**src/rtl/display_scan_ctrl.sv**
```systemverilog
`default_nettype none
// ============================================================================
// Module      : display_scan_ctrl
// Description : Requests BCD conversions of the displayed value and scans the
//               digits of a multiplexed 7-segment display. Leading-zero
//               blanking is enabled by defining DISPLAY_LZB_EN.
// Revision    : 1.0 - initial release
// ============================================================================
module display_scan_ctrl #(
    parameter int DIGITS   = 8,
    parameter int SCAN_DIV = 10000,
    parameter int WAIT_MAX = 64,
    localparam int SEL_W   = (DIGITS > 1) ? $clog2(DIGITS) : 1
) (
    input  logic                  clock,
    input  logic                  reset,
    input  logic [31:0]           value,
    input  logic                  refresh,
    output logic                  conv_start,
    input  logic [4*DIGITS-1:0]   conv_bcd,
    input  logic                  conv_dv,
    output logic                  busy,
    output logic                  conv_timeout,
    output logic [SEL_W-1:0]      digit_sel,
    output logic [3:0]            digit,
    output logic                  digit_blank,
    output logic [DIGITS-1:0]     control
);

    localparam int PRESC_W = $clog2(SCAN_DIV);
    localparam int WAIT_W  = $clog2(WAIT_MAX);

    localparam logic [PRESC_W-1:0] c_presc_last = PRESC_W'(SCAN_DIV - 1);
    localparam logic [WAIT_W-1:0]  c_wait_last  = WAIT_W'(WAIT_MAX - 1);
    localparam logic [SEL_W-1:0]   c_sel_last   = SEL_W'(DIGITS - 1);
    localparam logic [DIGITS-1:0]  c_one_hot0   = DIGITS'(1);

    localparam logic [1:0] c_idle  = 2'd0;
    localparam logic [1:0] c_start = 2'd1;
    localparam logic [1:0] c_wait  = 2'd2;
    localparam logic [1:0] c_latch = 2'd3;

    logic [1:0]            r_state;
    logic [1:0]            w_state_nxt;
    logic [31:0]           r_last_value;
    logic                  r_pend;
    logic [4*DIGITS-1:0]   r_bcd;
    logic [WAIT_W-1:0]     r_wait_cnt;
    logic [PRESC_W-1:0]    r_presc;
    logic [SEL_W-1:0]      r_sel;
    logic [SEL_W-1:0]      w_sel_nxt;
    logic                  w_tick;
    logic                  w_wait_last;
    logic [DIGITS-1:0]     w_blank_mask;
    logic [3:0]            r_digit;
    logic                  r_blank;
    logic [DIGITS-1:0]     r_control;

    assign w_wait_last = (r_wait_cnt == c_wait_last);

    // ------------------------------------------------------------------
    // Conversion sequencer
    // ------------------------------------------------------------------
    always_ff @(posedge clock or posedge reset) begin
        if (reset) begin
            r_state <= c_idle;
        end else begin
            r_state <= w_state_nxt;
        end
    end

    always_comb begin
        w_state_nxt = r_state;
        case (r_state)
            c_idle:  if (r_pend) w_state_nxt = c_start;
            c_start: w_state_nxt = c_wait;
            c_wait: begin
                if (conv_dv)          w_state_nxt = c_latch;
                else if (w_wait_last) w_state_nxt = c_start;
            end
            default: w_state_nxt = c_idle;
        endcase
    end

    always_comb begin
        conv_start   = (r_state == c_start);
        busy         = (r_state != c_idle);
        conv_timeout = (r_state == c_wait) && !conv_dv && w_wait_last;
    end

    // The value difference is ignored in START: that edge is the one that
    // captures value into last_value, so it must not re-arm the request.
    always_ff @(posedge clock or posedge reset) begin
        if (reset) begin
            r_pend       <= 1'b1;
            r_last_value <= '0;
            r_wait_cnt   <= '0;
            r_bcd        <= '0;
        end else begin
            if (r_state == c_idle && r_pend) begin
                r_pend <= 1'b0;
            end else if (refresh || (value != r_last_value && r_state != c_start)) begin
                r_pend <= 1'b1;
            end

            if (r_state == c_start) begin
                r_last_value <= value;
                r_wait_cnt   <= '0;
            end else if (r_state == c_wait && !conv_dv && !w_wait_last) begin
                r_wait_cnt <= r_wait_cnt + 1'b1;
            end

            if (r_state == c_wait && conv_dv) begin
                r_bcd <= conv_bcd;
            end
        end
    end

    // ------------------------------------------------------------------
    // Digit scan
    // ------------------------------------------------------------------
`ifdef DISPLAY_LZB_EN
    // A digit is blank when it and every more significant digit are zero.
    for (genvar i = 0; i < DIGITS; i++) begin : g_blank
        if (i == 0) begin : g_lsd
            assign w_blank_mask[i] = 1'b0;
        end else begin : g_upper
            assign w_blank_mask[i] = ~|r_bcd[4*DIGITS-1:4*i];
        end
    end
`else
    assign w_blank_mask = '0;
`endif

    assign w_tick    = (r_presc == c_presc_last);
    assign w_sel_nxt = w_tick ? ((r_sel == c_sel_last) ? '0 : r_sel + 1'b1) : r_sel;

    always_ff @(posedge clock or posedge reset) begin
        if (reset) begin
            r_presc   <= '0;
            r_sel     <= '0;
            r_digit   <= '0;
            r_blank   <= 1'b0;
            r_control <= ~c_one_hot0;
        end else begin
            r_presc   <= w_tick ? '0 : r_presc + 1'b1;
            r_sel     <= w_sel_nxt;
            r_digit   <= r_bcd[4*w_sel_nxt +: 4];
            r_blank   <= w_blank_mask[w_sel_nxt];
            r_control <= ~(c_one_hot0 << w_sel_nxt);
        end
    end

    assign digit_sel   = r_sel;
    assign digit       = r_digit;
    assign digit_blank = r_blank;
    assign control     = r_control;

endmodule
`default_nettype wire

```
**config.mk**
```make
export PLATFORM = sky130hd
export DESIGN_NAME = display_scan_ctrl
export DESIGN_NICKNAME = d
export VERILOG_FILES = /design/src/rtl/display_scan_ctrl.sv
export SDC_FILE = /design/constraint.sdc
export NUM_CORES = 1
export LEC_CHECK = 0
export BUFFER_PORTS_ARGS = -buffer_cell sky130_fd_sc_hd__buf_2
export CAP_MARGIN = 20
export CORE_MARGIN = 8
export CORE_UTILIZATION = 60
export CTS_CLUSTER_DIAMETER = 100
export DETAILED_ROUTE_END_ITERATION = 8
export PLACE_DENSITY_LB_ADDON = 0.2
export RECOVER_POWER = 100
export SYNTH_ARGS = -nofsm -noshare
export SYNTH_HDL_FRONTEND = slang
export SYNTH_SLANG_ARGS = --single-unit
```
**constraint.sdc**
```tcl
create_clock -name clock -period 4.9 [get_ports clock]
set_clock_uncertainty 0.15 [all_clocks]
set_input_delay 0.49 -clock clock [delete_from_list [all_inputs] [get_ports clock]]
set_output_delay 0.49 -clock clock [all_outputs]
set_load 0.02 [all_outputs]
```
==> After elaboration in Yosys (flattened, before gate mapping) <==
Memory sizes are Yosys's and may differ from the RTL's. A register that Yosys moved wholly into a read port is not among the register bits.
Index checks and enable logic that the tools add are counted.
{ "word_totals": {"ff_bits": 102, "input_bits": 68, "word_cells": 50, "mem_count": 1, "mem_bits_ro": 8, "output_inout_bits": 19} }
{ "classes": {"n_reduce_logical": 14, "n_bitwise": 1, "shift": 2, "n_mux": 11, "addsub": 3, "eq_ne": 9} }
{ "memory_table": {"columns": ["name", "words", "word_bits", "rd", "rd_ports_with_merged_regs", "write_ports", "line_no", "rtl"], "rows": [
  ["(name not given)", 8, 1, 1, 1, 0, "149", "r_blank <= w_blank_mask[w_sel_nxt];"]
]} }
{ "op_table": {"columns": ["op", "count"], "rows": [
  ["32-bit != test", 1],
  ["32-bit by 6-bit indexed part select with 4-bit output", 1],
  ["14-bit by 1-bit adder with 14-bit output (second input constant)", 1],
  ["14-bit == test (second input constant)", 1],
  ["14-bit 2-to-1 mux", 1],
  ["6-bit 2-to-1 mux", 2],
  ["8-bit NOT", 1],
  ["1-bit by 3-bit left shift with 8-bit output (first input constant)", 1],
  ["6-bit by 1-bit adder with 6-bit output (second input constant)", 1],
  ["6-bit == test (second input constant)", 1],
  ["1-bit logical AND", 6],
  ["2-bit 2-to-1 mux", 3],
  ["3-bit 2-to-1 mux", 2],
  ["2-bit case mux with 3 select lines", 1],
  ["2-bit nonzero test", 3],
  ["3-bit by 1-bit adder with 3-bit output (second input constant)", 1],
  ["3-bit == test (second input constant)", 1],
  ["3-bit != test (second input constant)", 1],
  ["2-bit by 1-bit == test with 1-bit output (second input constant)", 1],
  ["2-bit == test (second input constant)", 1],
  ["1-bit logical NOT", 2],
  ["2-bit logical NOT", 1],
  ["1-bit 2-to-1 mux", 2],
  ["2-bit by 1-bit != test with 1-bit output (second input constant)", 1],
  ["other kinds (3)", 3]
]} }

==> Longest topological paths before layout <==
Gate-level depths: netlist of run 1.
{ "depth": {"depth_word": 5, "ltp_mapped": 9, "ltp_nobuf": 8} }

==> Least setup slack after synthesis of run 1 <==
No wires, ideal clock.
{ "synth_path": {"path_type": "register to register", "startpoint": "reg r_presc[4]", "endpoint": "reg r_digit[1], in the netlist digit[1]", "path_stages_with_launch": 9, "setup_time_ps": 124, "arrival_time_ps": 2738, "t_required_ps": 4626, "path_slack_ps": 1888, "path_cell_list": "dfrtp_1 -> or4b_4 -> nor4_4 -> mux2i_1 -> clkinv_2 -> buf_6 -> nand2_1 -> nand2_1 -> a211o_1"} }
{ "synth_between": {"elab_chain_cells": 3} }
{ "synth_rtl": {"columns": ["element", "line_no", "rtl"], "rows": [
  ["start, declared", "49", "logic [PRESC_W-1:0] r_presc;"],
  ["start signal, assigned", "146", "r_presc <= w_tick ? '0 : r_presc + 1'b1;"],
  ["14-bit == test", "135", "assign w_tick = (r_presc == c_presc_last);"],
  ["3-bit 2-to-1 mux", "136", "assign w_sel_nxt = w_tick ? ((r_sel == c_sel_last) ? '0 : r_sel + 1'b1) : r_sel;"],
  ["named net w_sel_nxt[1]", "51", "logic [SEL_W-1:0] w_sel_nxt;"],
  ["32-bit by 6-bit indexed part select with 4-bit output", "148", "r_digit <= r_bcd[4*w_sel_nxt +: 4];"],
  ["end signal, assigned", "148", null],
  ["end, declared", "55", "logic [3:0] r_digit;"]
]} }
The timed path passes the listed nets, and every way through them passes these cells.
A chain may end at the register's enable or synchronous reset.

==> Worst setup path after layout of run 1 <==
{ "layout_path": {"startpoint": "reg r_presc[5]", "endpoint": "reg r_digit[1], in the netlist digit[1]"} }
{ "layout_between": {"elab_chain_cells": 3} }
{ "layout_rtl": {"columns": ["element", "line_no"], "rows": [
  ["14-bit == test", "135"],
  ["3-bit 2-to-1 mux", "136"],
  ["32-bit by 6-bit indexed part select with 4-bit output", "148"]
]} }
Every way passes these cells.

==> summary.txt, run 1 <==
Hold path
  • Min-Delay Endpoint: r_last_value[26]$_DFFE_PP0P_
  • Worst hold path type: primary input to flop
  • Worst Hold Path Cells: 3
  • Min-delay src: value[26]

Detailed routing
  • Remaining DRCs: 0
  • Post-Route WL: 9.66 mm
  • Routed Antenna Nets: 0
  • Initial DRC count: 165
  • Router iterations before antenna repair: 4
  • DR vias/cell: 5.31
  • WL/cell: 15.3 µm
  • Routed vias: 3353

Die
  • I/O pin count: 87
  • CORE AREA: 7610 µm²
  • Initial Util: 61.0%
  • Die footprint: 10800 µm²
  • Row count: 32
  • Die height: 104 µm
  • Die width: 104 µm

Power and ir drop
  • PD cells: 503 nW/µm²
  • Maximum vdd drop: 0.000336 V
  • Total power: 2.67 mW
  • Pleak: 2.55 nW

Timing
  • # setup viols final: 0
  • Fin crit share: 79.1%
  • Fin crit period: 3880 ps
  • Fin. max-slew vios: 103
  • Final setup margin: 1020 ps
  • Max frequency: 0.258 GHz
  • Hold Vio Cnt, Final: 0
  • Min Hold Slack: 178 ps
  • RSZ-0062 raised after global routing: false
  • Max_slew headroom: -100%
  • Least-Margin Pin Slew: 2980 ps
  • Setup TNS: 0 ps

Yosys
  • Largest area contributor in the netlist: dfrtp_1
  • Area share of the largest cell type after synthesis: 50.7%
  • Post-Syn Nets: 510
  • Sequential area share after synthesis: 55.2%
  • Synth Instances: 438
  • Yosys cell types: 44
  • Post-Syn Area: 4640 µm²
  • Synth area leaders: dfrtp_1, nand2_1, mux2_2, dfstp_2, xnor2_1
  • Yosys warns: 0
  • Yosys reg bits: 102
  • Syn_area_per_cell: 10.6 µm²

Clock tree
  • Max Buffers Root-to-Sink: 2
  • Skew-Pair Late Insertion Delay: 370 ps
  • H-tree levels: 3
  • CTS Buf Count: 9
  • CTS Sinks: 102
  • CTS Hold Bufs: 0
  • Clk slew on worst S/H paths: 100 ps
  • CTS tree: done
  • Root Driver: clkbuf_8
  • Post-CTS Setup Inserts: 0
  • CTS resizes: 0

Critical path
  • Worst path cell trace: or4b_1 > nor4_4 > clkbuf_1 > mux2i_1 > clkinv_2 > mux2i_1 > o22ai_1 > a211o_1
  • Crit start category: flop
  • Crit Path Category: flop to flop
  • CP arrival: 3990 ps
  • CP max FO: 19
  • CP peak stage delay: 690 ps
  • CP max stage cell: clkbuf_1
  • Worst Path Required: 5010 ps
  • Worst reg2reg endpoint: digit[1]$_DFF_PP0_
  • Reg2reg start: r_presc[5]$_DFF_PP0_
  • R2R cell count: 8
  • Critical path endpoint category: flop
  • Cell mode on critical path: mux2i_1
  • R2R Setup Slk: 1020 ps

Outcome
  • Failing checks: capacitance limit, slew limit
  • Outcome: finished, violations left

GRT
  • Initial antenna violation count: 0
  • Gr ovfl total: 0
  • First-pass GRT wire length: 16.6 mm
  • Vias in the first global route: 3480
  • GRT Util Overall: 18.7%
  • Largest net degree at the start of global routing: 69

Cells and area
  • Commonest non-fill, non-tap cell in the layout: nand2_1
  • Diodes inserted: 0
  • FILL cells: 607
  • Most frequent cells in the layout: nand2_1, dfrtp_1, buf_2
  • Fraction of layout cells with a size suffix above 1: 25.1%
  • Final Core Density: 69.8%
  • Final nets: 596
  • Area growth syn-to-layout: 14.5%

Place
  • # port buffers: 85
  • GPL Wtd Cong: 0.791
  • Detailed-placement wirelength estimate: 7.13 mm
  • Dpl ws: 1560 ps

Job
  • Max-cap violations: 2
## worst max-delay path: cells and delay by family, from the launching register on
kind,cells,cell delay [ps]
muxes,2,870
DFF,1,440
buffers and inverters,2,1060
AOI/OAI and AO/OA,2,380
and+or+nand+nor,2,870
## routing by layer
| layer | GRT usage, % | vias up | routed length, µm |
|---|---|---|---|
| met5 | 0 | - | 0 |
| met4 | 4.45 | 0 | 102 |
| met3 | 6.07 | 11 | 458 |
| met2 | 29.9 | 73 | 4750 |
| met1 | 24.2 | 1647 | 4340 |
| li1 | - | 1622 | - |
## through the flow
stage / cell area (µm²) / instances
2_1_floorplan: 4640 / 438
3_3_place_gp: 5160 / 615
3_5_place_dp: 5160 / 615
4_1_cts: 5340 / 631
5_1_grt: 5310 / 631
6_report: 5310 / 631
## Yosys cell counts (all sizes together)
| cell type | instances |
|---|---|
| nor2 | 16 |
| and3 | 6 |
| a31oi | 1 |
| nand3 | 13 |
| dfrtp | 94 |
| inv | 2 |
| mux2 | 35 |
| or3 | 1 |
| nand2b | 5 |
| clkinv | 2 |
| or3b | 1 |
| a21o | 2 |
| nor4 | 5 |
| o21ai | 4 |
| a311oi | 1 |
| xor2 | 23 |
| nor2b | 3 |
| nand2 | 132 |
| and2 | 1 |
| buf | 5 |
| or4b | 1 |
| a22oi | 2 |
| clkbuf | 9 |
| o22ai | 3 |
| nand4 | 7 |
| a31o | 1 |
| xnor2 | 24 |
| a211o | 2 |
| dfstp | 8 |
| conb | 1 |
| o21a | 1 |
| a221oi | 2 |
| mux2i | 10 |
| nor3 | 3 |
| o22a | 1 |
| nand3b | 3 |
| ha | 4 |
| a21oi | 3 |
| or2 | 1 |
## registers in the layout (all words and copies together), names as in the netlist
register	count
digit_sel	3
r_last_value	32
r_pend	1
digit	4
r_presc	14
control	8
r_wait_cnt	6
r_state	2
r_bcd	32
## kinds of logic after synthesis
| kind of cell | Yosys count | synth area share (%) |
|---|---|---|
| and+or+nand+nor | 198 | 18.9 |
| other | 1 | 0.0809 |
| muxes | 45 | 10.7 |
| DFF | 102 | 55.2 |
| AOI/OAI and AO/OA | 23 | 3.43 |
| adders and majority gates | 4 | 1.08 |
| buffers and inverters | 18 | 1.73 |
| xor gates and xnor gates | 47 | 8.87 |
## final cells by class
type                            instances  area, µm²  area share (%)
Clock buffer                            9        124            2.33
Clock inverter                          7       60.1            1.13
Inverter                                4       17.5           0.330
Multi-Input combinational cell        318       1990            37.5
Sequential cell                       102       2560            48.3
Tap cell                              102        128            2.40
Timing Repair Buffer                   89        425            8.01
## power breakdown
group          internal [mW]  switching [mW]
clock                  0.196           0.304
sequential              1.15           0.197
combinational          0.400           0.426
## worst max path at each step
stage / cells after the start / from / end / slack, ps
6_report: 8 / r_presc[5]$_DFF_PP0_ / digit[1]$_DFF_PP0_ / 1020
3_3_place_gp: 8 / r_presc[4]$_DFF_PP0_ / digit[1]$_DFF_PP0_ / 1670
5_1_grt: 8 / r_presc[5]$_DFF_PP0_ / digit[3]$_DFF_PP0_ / 760
2_1_floorplan: 1 / reset / control[0]$_DFF_PP0_ / 1600
4_1_cts: 8 / r_presc[5]$_DFF_PP0_ / digit[1]$_DFF_PP0_ / 1530
3_5_place_dp: 8 / r_presc[4]$_DFF_PP0_ / digit[1]$_DFF_PP0_ / 1560
Note: power is estimated with default switching activity, not from simulation.
==> inputs of run 2 (changes only) <==
--- a/config.mk
+++ b/config.mk
@@ -8,7 +8,7 @@
 export BUFFER_PORTS_ARGS = -buffer_cell sky130_fd_sc_hd__buf_2
 export CAP_MARGIN = 20
 export CORE_MARGIN = 8
-export CORE_UTILIZATION = 60
+export CORE_UTILIZATION = 50
 export CTS_CLUSTER_DIAMETER = 100
 export DETAILED_ROUTE_END_ITERATION = 8
 export PLACE_DENSITY_LB_ADDON = 0.2
==> constraint.sdc (replaced) <==
create_clock -name clock -period 3.3 [get_ports clock]
set_clock_uncertainty 0.15 [all_clocks]
set_input_delay 0.33 -clock clock [delete_from_list [all_inputs] [get_ports clock]]
set_output_delay 0.33 -clock clock [all_outputs]
set_load 0.02 [all_outputs]
==> summary.txt, run 2 (synthesized netlist as in run 1, its figures left out) <==
Power and ir drop
  • Maximum vdd drop: 0.000406 V
  • Combinational Power Share: 31.1%
  • PD cells: 728 nW/µm²
  • Pleak: 2.60 nW
  • Flop pwr share: 50.6%
  • Clock group share of total power: 18.3%
  • Sw Ratio: 34.6%
  • Int Power: 2.59 mW
  • NetSw: 1.37 mW

Detailed routing
  • Remaining DRCs: 0
  • Router iterations before antenna repair: 4
  • Routed Antenna Nets: 0
  • Initial DRC count: 147
  • Post-Route WL: 9.87 mm
  • Routed vias: 3364
  • WL/cell: 15.1 µm
  • DR vias/cell: 5.14

Cells and area
  • Area occupied by multi-input gates: 1980 µm²
  • Registers with the most flip-flops: r_bcd (32), r_last_value (32), r_presc (14)
  • FILL cells: 790
  • Most frequent cells in the layout: nand2_1, dfrtp_1, buf_2
  • Diodes inserted: 0
  • Fraction of layout cells with a size suffix above 1: 24.1%
  • Area growth syn-to-layout: 17.3%
  • Final nets: 611
  • Register area: 2560 µm²
  • Fin cells: 654
  • Commonest non-fill, non-tap cell in the layout: nand2_1

Critical path
  • Crit start category: flop
  • Worst Path Required: 3400 ps
  • CP arrival: 2990 ps
  • Critical path endpoint category: flop
  • CP max FO: 14
  • Crit Path Category: flop to flop

Clock tree
  • Clk slew on worst S/H paths: 110 ps
  • CTS Buf Count: 9
  • Root Driver: clkbuf_8
  • Max Buffers Root-to-Sink: 2
  • CTS Sinks: 102
  • Skew-Pair Late Insertion Delay: 370 ps
  • Post-CTS Setup Inserts: 0
  • H-tree levels: 3
  • CTS tree: done

Timing
  • # setup viols final: 0
  • Setup TNS: 0 ps
  • Fin crit period: 2890 ps
  • Hold Vio Cnt, Final: 0
  • Least-Margin Pin Slew: 1980 ps
  • Fin. max-slew vios: 114
  • Min Hold Slack: 19.7 ps
  • RSZ-0062 raised after global routing: false
  • Max frequency: 0.347 GHz
  • Max_slew headroom: -32.6%
  • Final setup margin: 415 ps
  • Fin crit share: 87.4%

Place
  • Detailed-placement wirelength estimate: 7.30 mm
  • # port buffers: 85
  • GPL Wtd Cong: 0.780
  • Cell total after placement: 627
  • Dpl ws: 430 ps

GRT
  • GRT Util Overall: 16.7%
  • Vias in the first global route: 3534
  • First-pass GRT wire length: 17.2 mm
  • Initial antenna violation count: 0
  • Largest net degree at the start of global routing: 60
  • Gr ovfl total: 0

Die
  • Die footprint: 12600 µm²
  • Die width: 112 µm
  • Row count: 35
  • Die height: 112 µm
  • I/O pin count: 87
  • CORE AREA: 9110 µm²
  • Initial Util: 50.9%

Outcome
  • Failing checks: capacitance limit, slew limit
  • Outcome: finished, violations left

Job
  • Max-cap violations: 3

Hold path
  • Worst hold path type: primary input to flop
run 2: worst paths after layout:
kind,from,endpoint,slack (ps),cells past startpoint
setup / recovery,r_presc[5]$_DFF_PP0_,digit[1]$_DFF_PP0_,410,8
hold / removal,value[23],r_last_value[23]$_DFFE_PP0P_,20,3
setup reg to reg,r_presc[5]$_DFF_PP0_,digit[1]$_DFF_PP0_,410,8
hold reg to reg,r_presc[0]$_DFF_PP0_,r_presc[0]$_DFF_PP0_,310,1
max in group asynchronous,reset,r_pend$_DFFE_PP1P_,1120,4
min in group asynchronous,reset,r_presc[6]$_DFF_PP0_,860,3
run 2: through the flow:
| stage | power (mW) | instance area [µm²] | utilization (%) |
|---|---|---|---|
| final | 3.96 | 5440 | 59.8 |
| after detailed placement | 3.28 | 5210 | 57.2 |
| after CTS | 4.03 | 5500 | 60.4 |
| after floorplan | 2.91 | 4640 | - |
| after global placement | 3.23 | 5210 | 57.2 |
| after global routing | 4.26 | 5440 | 59.8 |
run 2: critical path, stage by stage, from the launching register on:
cell and delay (ps):
dfrtp_1 430, or4b_1 520, nor4_1 290, buf_4 230, mux2i_1 290, clkinv_2 270, mux2i_1 240, o22ai_1 100
a211o_1 270
run 2: timing repair:
action | CTS | global route
endpoints found under the hold margin | 47 | 0
gates resized for setup | 0 | 0
hold buffers | 12 | 0
setup endpoints to repair | 0 | 0
run 2: cell type report:
type | instances | area share [%]
Timing Repair Buffer | 104 | 10.5
Sequential cell | 102 | 47.1
Tap cell | 111 | 2.55
Clock buffer | 9 | 2.28
Clock inverter | 6 | 0.943
Inverter | 4 | 0.322
Multi-Input combinational cell | 318 | 36.3
run 2: layer usage:
layer	share of wire [%]	track usage [%]	routed length, µm
met4	0.92	3.87	91
met3	4.8	4.88	475
met1	47	22.2	4630
met2	47	26.5	4680
met5	0	0	0
run 2: power by group through the flow:
stage / clock, mW / sequential (mW) / combinational (mW)
4_1_cts: 0.760 / 2.01 / 1.26
2_1_floorplan: 0 / 1.96 / 0.946
6_report: 0.726 / 2.00 / 1.23
3_5_place_dp: 0 / 2.03 / 1.25
3_3_place_gp: 0 / 2.02 / 1.21
5_1_grt: 0.794 / 2.06 / 1.40
==> inputs of run 3 (changes only) <==
--- a/config.mk
+++ b/config.mk
@@ -8,7 +8,7 @@
 export BUFFER_PORTS_ARGS = -buffer_cell sky130_fd_sc_hd__buf_2
 export CAP_MARGIN = 20
 export CORE_MARGIN = 8
-export CORE_UTILIZATION = 50
+export CORE_UTILIZATION = 48
 export CTS_CLUSTER_DIAMETER = 100
 export DETAILED_ROUTE_END_ITERATION = 8
 export PLACE_DENSITY_LB_ADDON = 0.2
@@ -16,3 +16,4 @@
 export SYNTH_ARGS = -nofsm -noshare
 export SYNTH_HDL_FRONTEND = slang
 export SYNTH_SLANG_ARGS = --single-unit
+export TNS_END_PERCENT = 30
==> summary.txt, run 3 (synthesized netlist as in run 1, its figures left out) <==
Clock tree
  • CTS tree: done
  • Max Buffers Root-to-Sink: 2
  • CTS Buf Count: 9
  • CTS Sinks: 102
  • Skew-Pair Late Insertion Delay: 370 ps
  • CTS resizes: 0
  • Root Driver: clkbuf_8
  • H-tree levels: 3
  • Clk slew on worst S/H paths: 100 ps

Critical path
  • Crit Path Category: flop to flop
  • CP max stage cell: or4b_1
  • CP max FO: 18
  • Worst Path Required: 3410 ps
  • Worst path cell trace: or4b_1 > nor4_4 > buf_4 > mux2_1 > a22oi_1 > o22ai_1 > a211o_1
  • R2R cell count: 7
  • Critical path endpoint category: flop
  • CP arrival: 3000 ps
  • CP peak stage delay: 590 ps
  • Crit start category: flop

Timing
  • Fin crit period: 2890 ps
  • Hold Vio Cnt, Final: 0
  • RSZ-0062 raised after global routing: false
  • Max_slew headroom: -16.3%
  • Fin crit share: 87.6%
  • Max frequency: 0.346 GHz
  • Setup TNS: 0 ps
  • Fin. max-slew vios: 34
  • # setup viols final: 0
  • Least-Margin Pin Slew: 1740 ps
  • Min Hold Slack: 16.1 ps

Die
  • I/O pin count: 87
  • Die footprint: 13100 µm²
  • Die width: 114 µm
  • Initial Util: 48.3%
  • CORE AREA: 9590 µm²
  • Die height: 114 µm
  • Row count: 36

GRT
  • Gr ovfl total: 0
  • First-pass GRT wire length: 16.5 mm
  • Initial antenna violation count: 0
  • Largest net degree at the start of global routing: 87
  • Vias in the first global route: 3419
  • GRT Util Overall: 16.0%

Cells and area
  • Final Core Density: 57.0%
  • Fraction of layout cells with a size suffix above 1: 25.4%
  • Final nets: 602
  • Commonest non-fill, non-tap cell in the layout: nand2_1
  • Design area: 5460 µm²
  • Registers with the most flip-flops: r_bcd (32), r_last_value (32), r_presc (14)
  • Area growth syn-to-layout: 17.8%
  • Most frequent cells in the layout: nand2_1, dfrtp_1, buf_2
  • Diodes inserted: 0

Detailed routing
  • WL/cell: 14.7 µm
  • Post-Route WL: 9.85 mm
  • Initial DRC count: 138
  • DR vias/cell: 5.06
  • Routed vias: 3377
  • Router iterations before antenna repair: 4
  • Routed Antenna Nets: 0
  • Remaining DRCs: 0

Hold path
  • Worst hold path type: primary input to flop
  • Worst Hold Path Cells: 3

Power and ir drop
  • PD cells: 750 nW/µm²
  • Maximum vdd drop: 0.000524 V
  • Pleak: 2.60 nW

Place
  • Detailed-placement wirelength estimate: 7.17 mm
  • # port buffers: 85
  • Placed cell areas: 5220 µm²
  • GPL Wtd Cong: 0.801

Job
  • Max-cap violations: 1

Outcome
  • Failing checks: capacitance limit, slew limit
  • Outcome: finished, violations left
## run 3: changes by cell type in the layout (fill, tap and decap cells not counted), moves of 2 or more
| cell | previous run | this run |
|---|---|---|
| buf_4 | 2 | 4 |
| clkbuf_8 | 9 | 12 |
| dlygate4sd3_1 | 12 | 1 |
| buf_16 | 0 | 2 |
| inv_6 | 4 | 1 |
## run 3: cell type report
class	instances	area [µm²]
clock inverter	4	52.6
multi-input combinational	318	1990
fill	859	4130
timing repair buffer	95	508
tap	133	166
clock buffer	12	165
inverter	4	17.5
sequential	102	2560
## run 3: critical path, delay by kind of cell, from the launching register on
kind            cells  cell delay [ps]
compound gates      3              600
buf+inv             1              280
flops               1              420
mux                 1              430
simple gates        2              900
## run 3: per-stage QoR
stage / setup slack, ps / cells / power (mW)
2_1_floorplan: 158 / 438 / 2.91
3_3_place_gp: 556 / 649 / 3.22
3_5_place_dp: 493 / 649 / 3.26
4_1_cts: 475 / 665 / 4.12
5_1_grt: 261 / 668 / 4.39
6_report: 409 / 668 / 4.10
## run 3: metal layers
layer / track usage [%] / share of wire, % / up-vias
met1: 19.4 / 44 / 1628
met4: 5.59 / 1.6 / 0
met3: 5.59 / 6.3 / 15
met2: 25.8 / 48 / 94
met5: 0 / 0 / -
li1: - / - / 1640
## run 3: report_power, final
part | internal (mW) | total (mW) | switching, mW
registers | 1.70 | 2.01 | 0.302
clock network | 0.416 | 0.845 | 0.429
logic | 0.625 | 1.25 | 0.623
## run 3: what timing repair did
action                                 CTS  global route
setup buffers                            0             0
hold buffers                             0             1
endpoints found under the hold margin    0            21
## run 3: final timing paths
path / startpoint / to / slack [ps]
setup / recovery: r_presc[4]$_DFF_PP0_ / digit[2]$_DFF_PP0_ / 410
hold reg to reg: r_presc[0]$_DFF_PP0_ / r_presc[0]$_DFF_PP0_ / 310
max in group asynchronous: reset / r_bcd[3]$_DFFE_PP0P_ / 1100
hold / removal: value[3] / r_last_value[3]$_DFFE_PP0P_ / 20
min in group asynchronous: reset / r_bcd[12]$_DFFE_PP0P_ / 620
setup reg to reg: r_presc[4]$_DFF_PP0_ / digit[2]$_DFF_PP0_ / 410
